<file path="src/rtl/itch_pkg.sv">
// ITCH dispatcher shared types: message type codes, minimum lengths,
// sequencer states and the expected-beat helper.
package itch_pkg;

  localparam int DATA_W = 64;
  localparam int LEN_W  = 16;
  localparam int NSEL   = 5;

  localparam logic [7:0] TYPE_A = 8'h41;
  localparam logic [7:0] TYPE_F = 8'h46;
  localparam logic [7:0] TYPE_E = 8'h45;
  localparam logic [7:0] TYPE_D = 8'h44;
  localparam logic [7:0] TYPE_U = 8'h55;

  // select vector bit order is {A, F, E, D, U}
  localparam int SEL_A = 4;
  localparam int SEL_F = 3;
  localparam int SEL_E = 2;
  localparam int SEL_D = 1;
  localparam int SEL_U = 0;

  localparam logic [LEN_W-1:0] MIN_A = 16'd36;
  localparam logic [LEN_W-1:0] MIN_F = 16'd43;
  localparam logic [LEN_W-1:0] MIN_E = 16'd30;
  localparam logic [LEN_W-1:0] MIN_D = 16'd18;
  localparam logic [LEN_W-1:0] MIN_U = 16'd43;

  typedef enum logic [1:0] {
    IDLE,
    ACTIVE,
    DROP
  } state_t;

  typedef logic [NSEL-1:0] sel_t;

  // length field excludes its own 2 bytes
  function automatic logic [16:0] exp_beats(
    input logic [LEN_W-1:0] len
  );
    return ({1'b0, len} + 17'd9) >> 3;
  endfunction

endpackage

</file>
<file path="src/rtl/itch_msg_dispatcher_if.sv">
// Beat stream in, parser-bank control out.
// master = upstream/bench side, slave = dispatcher.
interface itch_msg_dispatcher_if
  import itch_pkg::*;
#(
  parameter int MAX_BEATS = 16
);
  localparam int CW = $clog2(MAX_BEATS);

  logic [DATA_W-1:0] dataIn;
  logic              inValid;
  logic              inSop;
  logic              inEop;
  logic [DATA_W-1:0] dataOut;
  logic [CW-1:0]     counter;
  logic              msgValid;
  logic              startAddOrderNoMPID;
  logic              startAddOrderWithMPID;
  logic              startOrderExecuted;
  logic              startOrderDelete;
  logic              startOrderReplace;
  logic              msgDone;
  logic              errLength;
  logic              errTrunc;
  logic [31:0]       msgCount;
  logic [15:0]       dropCount;

  modport master (
    output dataIn, inValid, inSop, inEop,
    input  dataOut, counter, msgValid,
    input  startAddOrderNoMPID, startAddOrderWithMPID,
    input  startOrderExecuted, startOrderDelete,
    input  startOrderReplace,
    input  msgDone, errLength, errTrunc,
    input  msgCount, dropCount
  );

  modport slave (
    input  dataIn, inValid, inSop, inEop,
    output dataOut, counter, msgValid,
    output startAddOrderNoMPID, startAddOrderWithMPID,
    output startOrderExecuted, startOrderDelete,
    output startOrderReplace,
    output msgDone, errLength, errTrunc,
    output msgCount, dropCount
  );

endinterface

</file>
<file path="src/rtl/itch_type_decoder.sv">
// Type byte -> one-hot parser select and minimum-length check.
module itch_type_decoder
  import itch_pkg::*;
(
  input  logic [7:0]       typ,
  input  logic [LEN_W-1:0] len,
  output sel_t             sel,
  output logic             known,
  output logic             min_ok
);

  logic [LEN_W-1:0] min_len;

  always_comb begin
    sel     = '0;
    min_len = '0;
    unique case (1'b1)
      (typ == TYPE_A): begin
        sel[SEL_A] = 1'b1;
        min_len    = MIN_A;
      end
      (typ == TYPE_F): begin
        sel[SEL_F] = 1'b1;
        min_len    = MIN_F;
      end
      (typ == TYPE_E): begin
        sel[SEL_E] = 1'b1;
        min_len    = MIN_E;
      end
      (typ == TYPE_D): begin
        sel[SEL_D] = 1'b1;
        min_len    = MIN_D;
      end
      (typ == TYPE_U): begin
        sel[SEL_U] = 1'b1;
        min_len    = MIN_U;
      end
      default: ;
    endcase
    known  = |sel;
    min_ok = len >= min_len;
  end

endmodule

</file>
<file path="src/rtl/itch_msg_dispatcher.sv">
// ITCH front-end sequencer: frames beats, selects one parser per message.
// Define ITCH_STATS_EN to build the good/dropped message counters.
module itch_msg_dispatcher
  import itch_pkg::*;
#(
  parameter int MAX_BEATS = 16
)(
  input logic                  clk,
  input logic                  rst,
  itch_msg_dispatcher_if.slave bus
);

  localparam int CW = $clog2(MAX_BEATS);
  localparam int EW = CW + 1;
  typedef logic [CW-1:0] cnt_t;
  localparam cnt_t CMAX = cnt_t'(MAX_BEATS - 1);

  state_t state_q, state_d;
  cnt_t   cnt_q, cnt_d, nb;
  logic [EW-1:0] exp_q, exp_d;
  sel_t   flags_q, flags_d;
  logic   valid_q, valid_d;
  logic   done_q, done_d;
  logic   errl_q, errl_d;
  logic   errt_q, errt_d;
  logic [DATA_W-1:0] data_q;
  logic [1:0] drop_inc;

  sel_t        dec_sel;
  logic        known, min_ok, fits;
  logic [16:0] exp_full;

  assign exp_full = exp_beats(bus.dataIn[LEN_W-1:0]);
  assign fits     = exp_full <= 17'(MAX_BEATS);

  itch_type_decoder u_dec (
    .typ    (bus.dataIn[23:16]),
    .len    (bus.dataIn[LEN_W-1:0]),
    .sel    (dec_sel),
    .known  (known),
    .min_ok (min_ok)
  );

  always_ff @(posedge clk or posedge rst) begin
    if (rst) begin
      state_q <= IDLE;
      cnt_q   <= '0;
      exp_q   <= '0;
      flags_q <= '0;
      valid_q <= 1'b0;
      done_q  <= 1'b0;
      errl_q  <= 1'b0;
      errt_q  <= 1'b0;
      data_q  <= '0;
    end else begin
      state_q <= state_d;
      cnt_q   <= cnt_d;
      exp_q   <= exp_d;
      flags_q <= flags_d;
      valid_q <= valid_d;
      done_q  <= done_d;
      errl_q  <= errl_d;
      errt_q  <= errt_d;
      data_q  <= bus.dataIn;
    end
  end

  always_comb begin
    state_d  = state_q;
    cnt_d    = cnt_q;
    exp_d    = exp_q;
    flags_d  = (state_q == ACTIVE) ? flags_q : '0;
    valid_d  = 1'b0;
    done_d   = 1'b0;
    errl_d   = 1'b0;
    errt_d   = 1'b0;
    drop_inc = 2'd0;
    nb       = (cnt_q == CMAX) ? cnt_q : cnt_q + cnt_t'(1);
    if (bus.inValid) begin
      if (bus.inSop) begin
        // a new SOP aborts any message in flight, then decodes as beat 0
        if (state_q == ACTIVE) begin
          errt_d   = 1'b1;
          drop_inc = 2'd1;
        end
        cnt_d   = '0;
        flags_d = '0;
        if (known && min_ok && fits) begin
          state_d = ACTIVE;
          flags_d = dec_sel;
          valid_d = 1'b1;
          exp_d   = exp_full[EW-1:0];
          if (exp_full == 17'd1) begin
            if (bus.inEop) begin
              done_d  = 1'b1;
              state_d = IDLE;
            end else begin
              errl_d   = 1'b1;
              state_d  = DROP;
              drop_inc = drop_inc + 2'd1;
            end
          end
        end else begin
          errl_d   = known;
          state_d  = bus.inEop ? IDLE : DROP;
          drop_inc = drop_inc + 2'd1;
        end
      end else if (state_q == ACTIVE) begin
        cnt_d   = nb;
        valid_d = 1'b1;
        if (nb == cnt_t'(exp_q - EW'(1))) begin
          if (bus.inEop) begin
            done_d  = 1'b1;
            state_d = IDLE;
          end else begin
            errl_d   = 1'b1;
            state_d  = DROP;
            drop_inc = 2'd1;
          end
        end else if (bus.inEop) begin
          errt_d   = 1'b1;
          state_d  = IDLE;
          drop_inc = 2'd1;
        end
      end else if (state_q == DROP && bus.inEop) begin
        state_d = IDLE;
      end
    end
  end

  assign bus.dataOut               = data_q;
  assign bus.counter               = cnt_q;
  assign bus.msgValid              = valid_q;
  assign bus.startAddOrderNoMPID   = flags_q[SEL_A];
  assign bus.startAddOrderWithMPID = flags_q[SEL_F];
  assign bus.startOrderExecuted    = flags_q[SEL_E];
  assign bus.startOrderDelete      = flags_q[SEL_D];
  assign bus.startOrderReplace     = flags_q[SEL_U];
  assign bus.msgDone               = done_q;
  assign bus.errLength             = errl_q;
  assign bus.errTrunc              = errt_q;

`ifdef ITCH_STATS_EN
  logic [31:0] msg_q;
  logic [15:0] drop_q;

  always_ff @(posedge clk or posedge rst) begin
    if (rst) begin
      msg_q  <= '0;
      drop_q <= '0;
    end else begin
      msg_q  <= msg_q + 32'(done_d);
      drop_q <= drop_q + 16'(drop_inc);
    end
  end

  assign bus.msgCount  = msg_q;
  assign bus.dropCount = drop_q;
`else
  logic unused_stats;
  assign unused_stats  = ^drop_inc;
  assign bus.msgCount  = '0;
  assign bus.dropCount = '0;
`endif

endmodule

</file>
<file path="src/flat_wrapper.sv">
// flat-port wrapper written by rule: the top's interface ports become plain ports
module itch_msg_dispatcher_flat import itch_pkg::*;
#(
  parameter int MAX_BEATS = 16
)
  (clk, rst, bus_dataIn, bus_inValid, bus_inSop, bus_inEop, bus_dataOut, bus_counter, bus_msgValid, bus_startAddOrderNoMPID, bus_startAddOrderWithMPID, bus_startOrderExecuted, bus_startOrderDelete, bus_startOrderReplace, bus_msgDone, bus_errLength, bus_errTrunc, bus_msgCount, bus_dropCount);
  itch_msg_dispatcher_if #(.MAX_BEATS(MAX_BEATS)) bus_i ();
  input logic clk;
  input logic rst;
  input wire logic [$bits(bus_i.dataIn)-1:0] bus_dataIn;
  input wire logic [$bits(bus_i.inValid)-1:0] bus_inValid;
  input wire logic [$bits(bus_i.inSop)-1:0] bus_inSop;
  input wire logic [$bits(bus_i.inEop)-1:0] bus_inEop;
  output wire logic [$bits(bus_i.dataOut)-1:0] bus_dataOut;
  output wire logic [$bits(bus_i.counter)-1:0] bus_counter;
  output wire logic [$bits(bus_i.msgValid)-1:0] bus_msgValid;
  output wire logic [$bits(bus_i.startAddOrderNoMPID)-1:0] bus_startAddOrderNoMPID;
  output wire logic [$bits(bus_i.startAddOrderWithMPID)-1:0] bus_startAddOrderWithMPID;
  output wire logic [$bits(bus_i.startOrderExecuted)-1:0] bus_startOrderExecuted;
  output wire logic [$bits(bus_i.startOrderDelete)-1:0] bus_startOrderDelete;
  output wire logic [$bits(bus_i.startOrderReplace)-1:0] bus_startOrderReplace;
  output wire logic [$bits(bus_i.msgDone)-1:0] bus_msgDone;
  output wire logic [$bits(bus_i.errLength)-1:0] bus_errLength;
  output wire logic [$bits(bus_i.errTrunc)-1:0] bus_errTrunc;
  output wire logic [$bits(bus_i.msgCount)-1:0] bus_msgCount;
  output wire logic [$bits(bus_i.dropCount)-1:0] bus_dropCount;
  assign bus_i.dataIn = bus_dataIn;
  assign bus_i.inValid = bus_inValid;
  assign bus_i.inSop = bus_inSop;
  assign bus_i.inEop = bus_inEop;
  assign bus_dataOut = bus_i.dataOut;
  assign bus_counter = bus_i.counter;
  assign bus_msgValid = bus_i.msgValid;
  assign bus_startAddOrderNoMPID = bus_i.startAddOrderNoMPID;
  assign bus_startAddOrderWithMPID = bus_i.startAddOrderWithMPID;
  assign bus_startOrderExecuted = bus_i.startOrderExecuted;
  assign bus_startOrderDelete = bus_i.startOrderDelete;
  assign bus_startOrderReplace = bus_i.startOrderReplace;
  assign bus_msgDone = bus_i.msgDone;
  assign bus_errLength = bus_i.errLength;
  assign bus_errTrunc = bus_i.errTrunc;
  assign bus_msgCount = bus_i.msgCount;
  assign bus_dropCount = bus_i.dropCount;
  itch_msg_dispatcher #(.MAX_BEATS(MAX_BEATS)) u_core (.clk(clk), .rst(rst), .bus(bus_i));
endmodule
</file>
<file path="config.mk">
export PLATFORM = sky130hd
export DESIGN_NAME = itch_msg_dispatcher_flat
export DESIGN_NICKNAME = d
export VERILOG_FILES = /design/src/rtl/itch_pkg.sv /design/src/rtl/itch_msg_dispatcher_if.sv /design/src/rtl/itch_type_decoder.sv /design/src/rtl/itch_msg_dispatcher.sv /design/src/flat_wrapper.sv
export SDC_FILE = /design/constraint.sdc
export NUM_CORES = 1
export LEC_CHECK = 0
export ABC_AREA = 1
export CAP_MARGIN = 10
export CORE_MARGIN = 2
export CORE_UTILIZATION = 55
export CTS_BUF_LIST = sky130_fd_sc_hd__clkbuf_2
export CTS_CLUSTER_DIAMETER = 40
export DETAILED_ROUTE_END_ITERATION = 10
export DONT_BUFFER_PORTS = 1
export PLACE_DENSITY = 0.7
export SLEW_MARGIN = 10
export SYNTH_ARGS = -nofsm -noshare
export SYNTH_HDL_FRONTEND = slang
export SYNTH_SLANG_ARGS = --single-unit
</file>
<file path="constraint.sdc">
create_clock -name clk -period 3.3 [get_ports clk]
set_input_delay 0.66 -clock clk [delete_from_list [all_inputs] [get_ports clk]]
set_output_delay 0.66 -clock clk [all_outputs]
set_load 0.02 [all_outputs]
</file>
======== After elaboration in Yosys (flattened, before gate mapping) ========
Cells that the tools add are included.
word-level totals
  register bits ........................... 83
  input port bits ......................... 69
cells by class
  add/subtract/negate cells ............... 3
  $lt $le $gt $ge ......................... 2
  eq/ne operators ......................... 11
  muxes and demuxes ....................... 43
  reduce and logical (&&, ||, !) cells .... 10
operators with widths
  cell                                                   count
  equality test 8 x 7 -> 1 bit (second input constant)   5
  2-to-1 mux 1 bit                                       27
  one-hot mux 6 bit (4 select lines)                     1
  2-to-1 mux 5 bit                                       4
  adder 16 x 4 -> 17 bit (second input constant)         1
  >= comparator 16 bit                                   1
  2-to-1 mux 2 bit                                       8
  equality test 14 x 1 -> 1 bit (second input constant)  1
  <= comparator 14 x 5 -> 1 bit (second input constant)  1
  2-to-1 mux 4 bit                                       3
  AND reduction 3 bit                                    2
  OR reduction 5 bit                                     1
  adder 4 x 1 -> 4 bit (second input constant)           1
  equality test 4 bit                                    1
  equality test 4 bit (second input constant)            1
  != test 4 bit (second input constant)                  1
  subtractor 4 x 1 -> 4 bit (second input constant)      1
  logical AND 1 bit                                      3
  nonzero test 3 bit                                     1
  equality test 2 x 1 -> 1 bit (second input constant)   1
  equality test 2 bit (second input constant)            1
  AND reduction 2 bit                                    1
  nonzero test 2 bit                                     1
  OR reduction 2 bit                                     1

======== Logic depth before layout (Yosys ltp) ========
Gate-level depths: netlist of run 1.
  word-level depth ........................ 9
  depth in mapped cells ................... 20
  mapped depth without buffers ............ 20

======== Hierarchy ========
A second synthesis of run 1 with hierarchy kept.
unflattened totals
  cell total of the unflattened synthesis .. 397
  area, all modules ....................... 3747.3 um2
modules (own cells, without submodules)
  module               times used  cells an instance  area each (um2)  sequential area each (um2)
  itch_msg_dispatcher  1           329                3382.0           2077.0
  itch_type_decoder    1           68                 365.4            0.0

======== Least setup slack after synthesis of run 1 ========
Ideal clock, no wire load.
  path kind ............................... input to register
  start ................................... in bus_dataIn[23]
  end ..................................... reg u_core.exp_q[1]
  library setup time ...................... 65 ps
  arrival time ............................ 2409 ps
  required time ........................... 3235 ps
  slack ................................... 826 ps
  stages on the path ...................... 19
  path buffers ............................ 1
  cell sequence ........................... inv_1 > nand2_1 > nor2_1 > inv_1 > nor3_1 > nor2_1 > ha_1 > nand2_1 > inv_1 > nand2_1 > nand2_1 > nand2_1 > nand2_1 > nand3_1 > nor2_1 > and2_4 > buf_6 > nand3b_1 > nand2_1
between the ends
  word-level cells in the longest chain between the ends .. 7
ends and longest elaborated chain
  item                                             line                                              text
  from (decl)                                      flat_wrapper.sv:10                                input wire logic [$bits(bus_i.dataIn)-1:0] bus_dataIn;
  equality test 8 x 7 -> 1 bit (on tied branches)  itch_type_decoder.sv:22, itch_type_decoder.sv:34
  OR reduction 2 bit (no source line)              -
  one-hot mux 6 bit (4 select lines)               itch_type_decoder.sv:17                           unique case (1'b1)
  >= comparator 16 bit                             itch_type_decoder.sv:41                           min_ok = len >= min_len;
  logical AND 1 bit * (2 in a row)                 itch_msg_dispatcher.sv:88                         if (known && min_ok && fits) begin
  AND reduction 3 bit (no source line) *           -
  to (signal assigned)                             itch_msg_dispatcher.sv:58                         exp_q <= exp_d;
  to (decl)                                        itch_msg_dispatcher.sv:20                         logic [EW-1:0] exp_q, exp_d;
Every way passes the cells marked *; elsewhere a longest branch is shown, timed or not.
A chain may end at the register's enable or synchronous reset.

======== Worst setup path in the final report of run 1 ========
Same ends and word-level chain as after synthesis.

==> results.txt, run 1 <==
The run finished with clean final reports. The static power due to leakage was 1.953 nW. The number of violations reported at the end of detailed-routing iteration 0 was 134; the DRC violation count after routing was 0. The category of the worst setup path capture point is a flop. The number of antenna diodes was 0; the height of the die was 86.34 um. In the synthesized netlist, the number of instances is 401. The final cycle utilization of the critical path is 0.7109. Pin count of the biggest net entering global routing: 72. The tools report the endpoint of the worst-slack reg-to-reg timing path as u_core.bus.errLength$_DFF_PP0_.

Data on the critical path arrives at its endpoint at 2.76 ns. In this run, post-CTS repair resized a total of 0 instances. The flip-flop and latch count after synthesis is 83.

The tools report the met2 capacity usage during global routing as 0.3133. The worst setup path is launched from a primary input. The worst max-slew margin expressed relative to the limit came out at 0.4509.

Averaged over all synthesized cells, the footprint is 9.298 um^2. The number of nets in the layout is 488. The worst hold path begins at bus_dataIn[47].

For flop-to-flop paths, the worst setup slack is 1.21 ns. The final weighted congestion in routability-driven placement is 0.8423. Initial antenna violation count: 0. The critical path is of the primary input to flop type. The logs give 2 for the buffer depth of the longest clock path and 480 for the number of placed cells counting well taps. The count of buffers added on input and output ports is 0. The tools report the worst endpoint required time as 3.72 ns. Count of cells along the worst register-to-register path: 8.

Counting the fill cells in the layout gives 635. The logic depth of the worst setup path including buffers was 19. The min-delay analysis places its worst path in the category primary input to flop. The area added between synthesis and finish is 0.3691%, and the number of failing setup endpoints in the final timing report is 0. For the sequential element share of the synthesized area, the log shows 0.5570. Standard cell with the maximum stage delay on the critical path: sky130_fd_sc_hd__ha_1.

Static timing analysis puts the maximum clock frequency at 0.4263 GHz. The buffer type at the clock tree root was sky130_fd_sc_hd__clkbuf_2. The final count of pins violating max slew was 0. The later-pin clock latency in the skew report was 0.53 ns; the final routed wire length divided by cell count was 13.76 um.

Layer carrying the most global-route usage: met2. The logs give 0.05333 for the met3 demand-to-capacity share in global routing and 0 for the overflow left after global routing. Endpoint of the worst setup timing path: u_core.exp_q[1]$_DFFE_PP0P_. The maximum fanout along the worst path works out to 12. The number of global-route vias before repair is 2163. The effective utilization at floorplan is 0.5581, and the first-pass detailed-route iteration total is 5. Pin slew with the least headroom to its limit: 0.8237 ns. Traced cell by cell, the critical path runs through inv_1 > nand2_1 > nor2_1 > inv_1 > nor3_1 > nor2_1 > ha_1 > nand2_1 > inv_1 > nand2_1 > nand2_1 > nand2_1 > nand2_1 > nand3_1 > nor2_1 > and2_4 > nand2_1 > nand2_1 > nand2_1. The cell repeated most along the worst path is sky130_fd_sc_hd__nand2_1. The overall via count from detail_route is 2431.

For the unique cell type count in the Yosys netlist, the log shows 29. The tools report the total global-route track usage as 0.1825. Number of failing hold endpoints at the final stage: 0. The count of nets left with antenna violations once routing finished came out at 0. The sequential standard cell area came out at 2077 um^2. The run gives 3729 um^2 as the netlist area before placement. The logs give 0 ns for the total negative slack for setup checks and 6827 um for the final wirelength. Using the TritonRoute via totals, the vias-per-cell ratio works out to 4.901. VDD sags by at most 0.2159 mV.

The critical path contains buffers and inverters numbering 3 combined. For this design the ratio of total power to cell area is 462.7 nW/um^2. CTS built an H-tree with a depth of 3. The first global-routing pass estimated 10470 um of wire.

For this run, the number of Yosys warnings is 0. Setup repair after global routing left no endpoint under its margin. In this run the horizontal extent of the chip is 86.34 um.

The tools report the hold buffer count at cts as 0. The HPWL after detailed placement is 5339 um. The run gives 0 as the post-CTS setup buffer count. The tools report the number of core rows as 30. The max-capacitance violation count is 0, and the time the final worst path needs with I/O delays and setup is 2.346 ns. The number of CTS-inserted buffers was 9; the core area was 6681 um^2. The cell family contributing the most delay on the critical path is simple AND/OR/NAND/NOR gates. The most critical setup path has its startpoint at bus_dataIn[23]. Summing all multi-input logic gate instances after layout gives 1286 um^2. Across the routed clock network, the largest skew measured is 0.03441 ns.

Once placement finished, the instance area stood at 3645 um^2. For this design, the sink count on the clock tree is 83. The tools report the routing usage on met1 as 0.2129.

The stage delay of the slowest cell on the critical path is 0.30 ns, and the post-route non-filler standard cell count is 496. During I/O placement, the number of pins put on the boundary was 194. The worst register-to-register path begins at u_core.bus.counter[0]$_DFFE_PP0P_. After clock tree synthesis, the clock-pin slew on the worst setup and hold paths is 0.26 ns. The share of final-layout standard cells stronger than drive strength 1 works out to 0.07212. TritonCTS built the clock tree. The die area came out at 7454 um^2. Summing all non-filler instances in the final layout gives an area of 3742 um^2.
cell families (layout without fill, tap and decap cells):
group                      Yosys count  after routing  share of synthesized area
adders and majority gates            8              8                    0.02685
AOI/OAI and AO/OA                   13             13                    0.01980
xor gates and xnor gates             9              9                    0.02114
and+or+nand+nor                    193            193                     0.2289
DFF                                 83             83                     0.5570
buffers and inverters               94             62                     0.1453
other                                1             48                   0.001006
report_power, final:
group	internal [mW]	switching (mW)
clock	0.107	0.352
combinational	0.0277	0.112
sequential	1.06	0.0716
total	1.20	0.535
metal layers:
metal / vias to the layer above / share of wire
met4: 0 / 0.015
met3: 12 / 0.086
met2: 120 / 0.51
met5: - / 0
li1: 1183 / -
met1: 1116 / 0.39
worst min-delay path by stage:
stage / slack, ns / endpoint / cells past startpoint
2_1_floorplan: 0.46 / u_core.exp_q[3]$_DFFE_PP0P_ / 2
3_3_place_gp: 0.49 / u_core.exp_q[3]$_DFFE_PP0P_ / 2
6_report: 0.11 / u_core.bus.dataOut[47]$_DFF_PP0_ / 0
4_1_cts: 0.08 / u_core.bus.dataOut[47]$_DFF_PP0_ / 0
5_1_grt: 0.04 / u_core.bus.dataOut[47]$_DFF_PP0_ / 0
3_5_place_dp: 0.49 / u_core.exp_q[3]$_DFFE_PP0P_ / 2
state kept, by name, summed over array words and instances (netlist names):
register              count
u_core.bus.counter        4
u_core.bus.dataOut       64
u_core.bus.errLength      1
u_core.bus.errTrunc       1
u_core.bus.msgDone        1
u_core.bus.msgValid       1
u_core.exp_q              4
u_core.flags_q            5
u_core.state_q            2
synthesized netlist by cell type:
library cell / n / area share
sky130_fd_sc_hd__nand2_1: 90 / 0.091
sky130_fd_sc_hd__nand3_1: 31 / 0.042
sky130_fd_sc_hd__a21oi_2: 1 / 0.0023
sky130_fd_sc_hd__nand3_2: 2 / 0.0054
sky130_fd_sc_hd__nor2_1: 45 / 0.045
sky130_fd_sc_hd__nand4_1: 6 / 0.010
sky130_fd_sc_hd__nor2_4: 1 / 0.0030
sky130_fd_sc_hd__o21ai_0: 7 / 0.0094
sky130_fd_sc_hd__nand2_2: 2 / 0.0034
sky130_fd_sc_hd__or2_2: 1 / 0.0017
sky130_fd_sc_hd__buf_6: 1 / 0.0030
sky130_fd_sc_hd__inv_1: 42 / 0.042
sky130_fd_sc_hd__buf_2: 1 / 0.0013
sky130_fd_sc_hd__and2_4: 1 / 0.0023
sky130_fd_sc_hd__conb_1: 1 / 0.0010
sky130_fd_sc_hd__buf_4: 48 / 0.097
sky130_fd_sc_hd__nor2_2: 2 / 0.0034
sky130_fd_sc_hd__clkinv_1: 2 / 0.0020
sky130_fd_sc_hd__nor3_1: 4 / 0.0054
sky130_fd_sc_hd__a21oi_1: 3 / 0.0040
sky130_fd_sc_hd__o21ai_2: 1 / 0.0023
sky130_fd_sc_hd__ha_1: 8 / 0.027
sky130_fd_sc_hd__and3_1: 1 / 0.0017
sky130_fd_sc_hd__xor2_1: 6 / 0.014
sky130_fd_sc_hd__xnor2_1: 3 / 0.0070
sky130_fd_sc_hd__nand3b_1: 6 / 0.012
sky130_fd_sc_hd__nand2_4: 1 / 0.0030
sky130_fd_sc_hd__dfrtp_1: 83 / 0.56
sky130_fd_sc_hd__o22ai_1: 1 / 0.0017
area by class of cell:
cell class	count	share of cell area
Tap cell	80	0.02675
Clock inverter	7	0.01371
Multi-Input combinational cell	271	0.3437
Inverter	44	0.04480
Timing Repair Buffer	2	0.004012
Sequential cell	83	0.5550
Clock buffer	9	0.01204
through the flow:
| stage | util | setup WS (ns) | total power [mW] | hold slack (ns) |
|---|---|---|---|---|
| 2_1_floorplan | - | 0.5032 | 1.312 | 0.4625 |
| 3_3_place_gp | 0.5455 | 0.5780 | 1.290 | 0.4871 |
| 3_5_place_dp | 0.5455 | 0.4405 | 1.293 | 0.4947 |
| 4_1_cts | 0.5599 | 1.025 | 1.754 | 0.07790 |
| 5_1_grt | 0.5601 | 0.7081 | 1.825 | 0.04094 |
| 6_report | 0.5601 | 0.9542 | 1.732 | 0.1090 |
layout by cell type, fill, tap and decap left out, drive strengths merged:
| cell | instances |
|---|---|
| o21ai | 8 |
| and3 | 1 |
| o22ai | 1 |
| nor3 | 4 |
| ha | 8 |
| nand4 | 6 |
| clkinv | 6 |
| conb | 48 |
| nand3 | 33 |
| nand3b | 6 |
| xor2 | 6 |
| xnor2 | 3 |
| buf | 2 |
| dfrtp | 83 |
| inv | 45 |
| clkbuf | 9 |
| nand2 | 93 |
| a21oi | 4 |
| or2 | 1 |
| nor2 | 48 |
| and2 | 1 |
Power figures use the tool's default switching activity.
==> inputs of run 2 (changes only) <==
Clock period 3.3 ns to 2.3 ns, I/O delays scaled along.
==> results.txt, run 2 (synthesis results as in run 1) <==
Leaving out fill and tap cells, the most frequent cells in the layout are sky130_fd_sc_hd__nand2_1 (90), sky130_fd_sc_hd__dfrtp_1 (83), sky130_fd_sc_hd__dlygate4sd3_1 (66), sky130_fd_sc_hd__conb_1 (48), sky130_fd_sc_hd__nor2_1 (45). The post-placement worst setup slack is -0.1889 ns (-0.6294 ns), and the static power due to leakage is 2.283 nW (+17%). Number of core rows: 30 (unchanged). For hold timing, the worst endpoint is u_core.flags_q[1]$_DFF_PP0_. The run gives 0.6779 (+0.1178) as the end-of-flow core utilization. Setup repair after global routing left no endpoint under its margin. In this run the worst hold path is classified as primary input to flop. The design area was 4529 um^2 (+21%).

The logs give 0 (unchanged) for the max-capacitance violation count and 2077 um^2 (unchanged) for the sequential standard cell area. The post-CTS setup buffer count was 0 (unchanged). The total global-route track usage was 0.2307 (+0.04828). The maximum fanout along the worst path came out at 9 (-3).

The run gives 0.46 ns (-0.75 ns) as the setup slack of the worst register-to-register path. The power density over cell area was 591.4 nW/um^2 (+28%); the half-perimeter wire length after placement was 5478 um (+2.6%). Clock tree synthesis selected as its root buffer the cell sky130_fd_sc_hd__clkbuf_2. For the remaining antenna violation count, the log shows 0 (unchanged). For the finished layout, the period the worst path requires is 1.951 ns. The height of the die came out at 86.34 um (unchanged). The stage delay of the slowest cell on the critical path is 0.29 ns (about the same), and the wire length of the first global-routing pass is 13250 um (+27%). The tightest hold margin was 0.08678 ns (-0.02218 ns); the buffer depth of the longest clock path was 2 (unchanged). The core area was 6681 um^2 (unchanged). The number of violations reported at the end of detailed-routing iteration 0 is 102 (-24%). The logs give 534 (-16%) for the layout filler cell count and 2.75 ns (-0.97 ns) for the worst endpoint required time.

The cell family contributing the most delay on the critical path is simple AND/OR/NAND/NOR gates. The logs give 0 (unchanged) for the number of failing hold endpoints at the final stage and 0 (unchanged) for the DRC violation count after routing. The total area of multi-input combinational cells came out at 1291 um^2 (+0.39%). The critical path goes through inv_1 > nand2_1 > nor2_1 > buf_4 > nand2_1 > nand2_1 > nor2_1 > ha_1 > nand2_1 > inv_1 > nand2_1 > nand2_1 > nand2_1 > nand2_1 > nand3_1 > nor2_1 > and2_4 > buf_12 > nand3b_1 > nand2_1.

The number of antenna diodes is 0 (unchanged). The total power of the final layout was 2.679 mW (+55%). The cell repeated most along the worst path was sky130_fd_sc_hd__nand2_1. The run gives 3 (unchanged) as the level count of the clock H-tree.

The tools report the category of the worst setup path capture point as a flop. The area added between synthesis and finish was 21.48%; the per-cell via count in the routed design was 4.799 (-2.1%). Count of buffering cells on the critical path with inverters included: 4 (+1).

The critical path is of the primary input to flop type. The first-pass detailed-route iteration total was 6 (+1); the die area was 7454 um^2 (unchanged). Total negative slack for setup checks: 0 ns (unchanged). Timing would allow up to 0.5127 GHz. The logs give 0.7763 mW (+45%) for the switching component of the power and 0 (unchanged) for the final count of pins violating max slew. The tools report the beginning of the worst hold path as bus_dataIn[16]. The run finished with clean final reports. Leaving out fill and tap cells, the most frequent cell in the layout is sky130_fd_sc_hd__nand2_1. For the portion of total power attributed to the clock network, the log shows 0.279 (+0.014). The slowest stage of the critical path belongs to the cell sky130_fd_sc_hd__ha_1.

The tools report the count of boundary I/O pins as 194 (unchanged). TritonCTS built the clock tree. The startpoint identified for the worst register-to-register timing path is u_core.bus.counter[2]$_DFFE_PP0P_. The final cycle utilization of the critical path came out at 0.8481. The share of final-layout standard cells stronger than drive strength 1 is 0.08537 (+0.01325), and the x dimension of the die is 86.34 um (unchanged).

The total cell area at the placement stage was 3747 um^2 (+2.8%). For the final wirelength, the log shows 8281 um (+21%). The effective utilization at floorplan is 0.5581 (unchanged).

The logs give 0.02148 ns (-0.01293 ns) for the clock tree skew after final layout and 0.3207 mV (+49%) for the peak supply drop. The data arrival time at the worst-slack endpoint is 2.40 ns (-0.36 ns), and the initial antenna violation count is 0 (unchanged). The pin count of the biggest net entering global routing came out at 84 (+17%). For the number of nets in the layout, the log shows 564 (+16%). The count of cells along the worst register-to-register path is 7 (-1), and the setup slack of the critical path after layout is 0.3495 ns (-0.6047 ns). The logs give 0 (unchanged) for the overflow left after global routing and 0.113 (+0.032) for the power share of the combinational group.

The logs give 2700 (+25%) for the number of global-route vias before repair and 0.608 (-0.046) for the sequential cell fraction of total power. The logs give 0.51 ns (-0.02 ns) for the later-pin clock latency in the skew report and 0.9193 (+9.1%) for the final weighted congestion in routability-driven placement. The post-route non-filler standard cell count was 572 (+15%); the count of input and output buffers was 0 (unchanged). The switching share of power works out to 0.2898 (-0.01926).

The clock net sink count is 83 (unchanged), and the number of CTS-inserted buffers is 9 (unchanged). The internal portion of total power is 1.902 mW (+59%). The number of placed cells counting well taps is 490 (+2.1%).

The run gives 0 (unchanged) as the number of failing setup endpoints in the final timing report. The overall via count from detail_route is 2745 (+13%), and the number of flip-flops in the largest register is 64 (unchanged). The worst register-to-register path ends at u_core.bus.errLength$_DFF_PP0_. The final routed wire length divided by cell count is 14.48 um (+5.2%), and the instance count along the most critical hold path is 3 (+3).

Clock slew seen by the registers of the worst setup and hold paths: 0.21 ns (-0.05 ns). STA classifies the critical path startpoint as a primary input.
## run 2: cell count changes in the layout (fill, tap and decap cells not counted), sizes merged
cell and change:
bufinv +1, dlygate4sd3 +66, buf +10, clkbuf +2
inv -3, clkinv -4, clkinvlp +4
## run 2: what timing repair did
item | in CTS | in global routing
hold buffers | 66 | 0
endpoints found under the setup margin | 0 | 1
hold endpoints to repair | 148 | 0
gates resized for setup | 0 | 1
## run 2: worst max-delay path by stage
stage	start	to	slack (ns)	cells after the start
floorplan	bus_dataIn[23]	u_core.exp_q[1]$_DFFE_PP0P_	0.03	19
global placement	bus_dataIn[23]	u_core.exp_q[3]$_DFFE_PP0P_	-0.08	19
detailed placement	bus_dataIn[23]	u_core.exp_q[0]$_DFFE_PP0P_	-0.19	19
CTS	bus_dataIn[23]	u_core.exp_q[3]$_DFFE_PP0P_	0.37	19
global route	bus_dataIn[23]	u_core.exp_q[2]$_DFFE_PP0P_	0.08	20
finish	bus_dataIn[21]	u_core.exp_q[3]$_DFFE_PP0P_	0.35	20
## run 2: cell type report
type | count | share of cell area
multi-input cells | 271 | 0.2851
clock buffers | 11 | 0.01215
flip-flops and latches | 83 | 0.4586
inverters | 44 | 0.03729
repair buffers | 78 | 0.1713
well taps | 80 | 0.02210
clock inverters | 5 | 0.01354
## run 2: tightest hold or removal path: cells and delay by family
kind             cells  cell delay (ns)
and+or+nand+nor      3             0.14
## run 2: power by group through the flow
stage	clock network, mW	registers (mW)	logic, mW
6_report	0.748	1.63	0.302
5_1_grt	0.841	1.64	0.338
4_1_cts	0.760	1.63	0.297
3_5_place_dp	0	1.66	0.205
3_3_place_gp	0	1.65	0.202
2_1_floorplan	0	1.64	0.239
## run 2: routing by layer
| layer | vias up | global-route usage | routed length (um) |
|---|---|---|---|
| li1 | 1325 | - | - |
| met1 | 1265 | 0.2525 | 3067 |
| met2 | 133 | 0.4168 | 4300 |
| met3 | 22 | 0.06190 | 669 |
| met4 | 0 | 0.1023 | 243 |
| met5 | - | 0 | 0 |
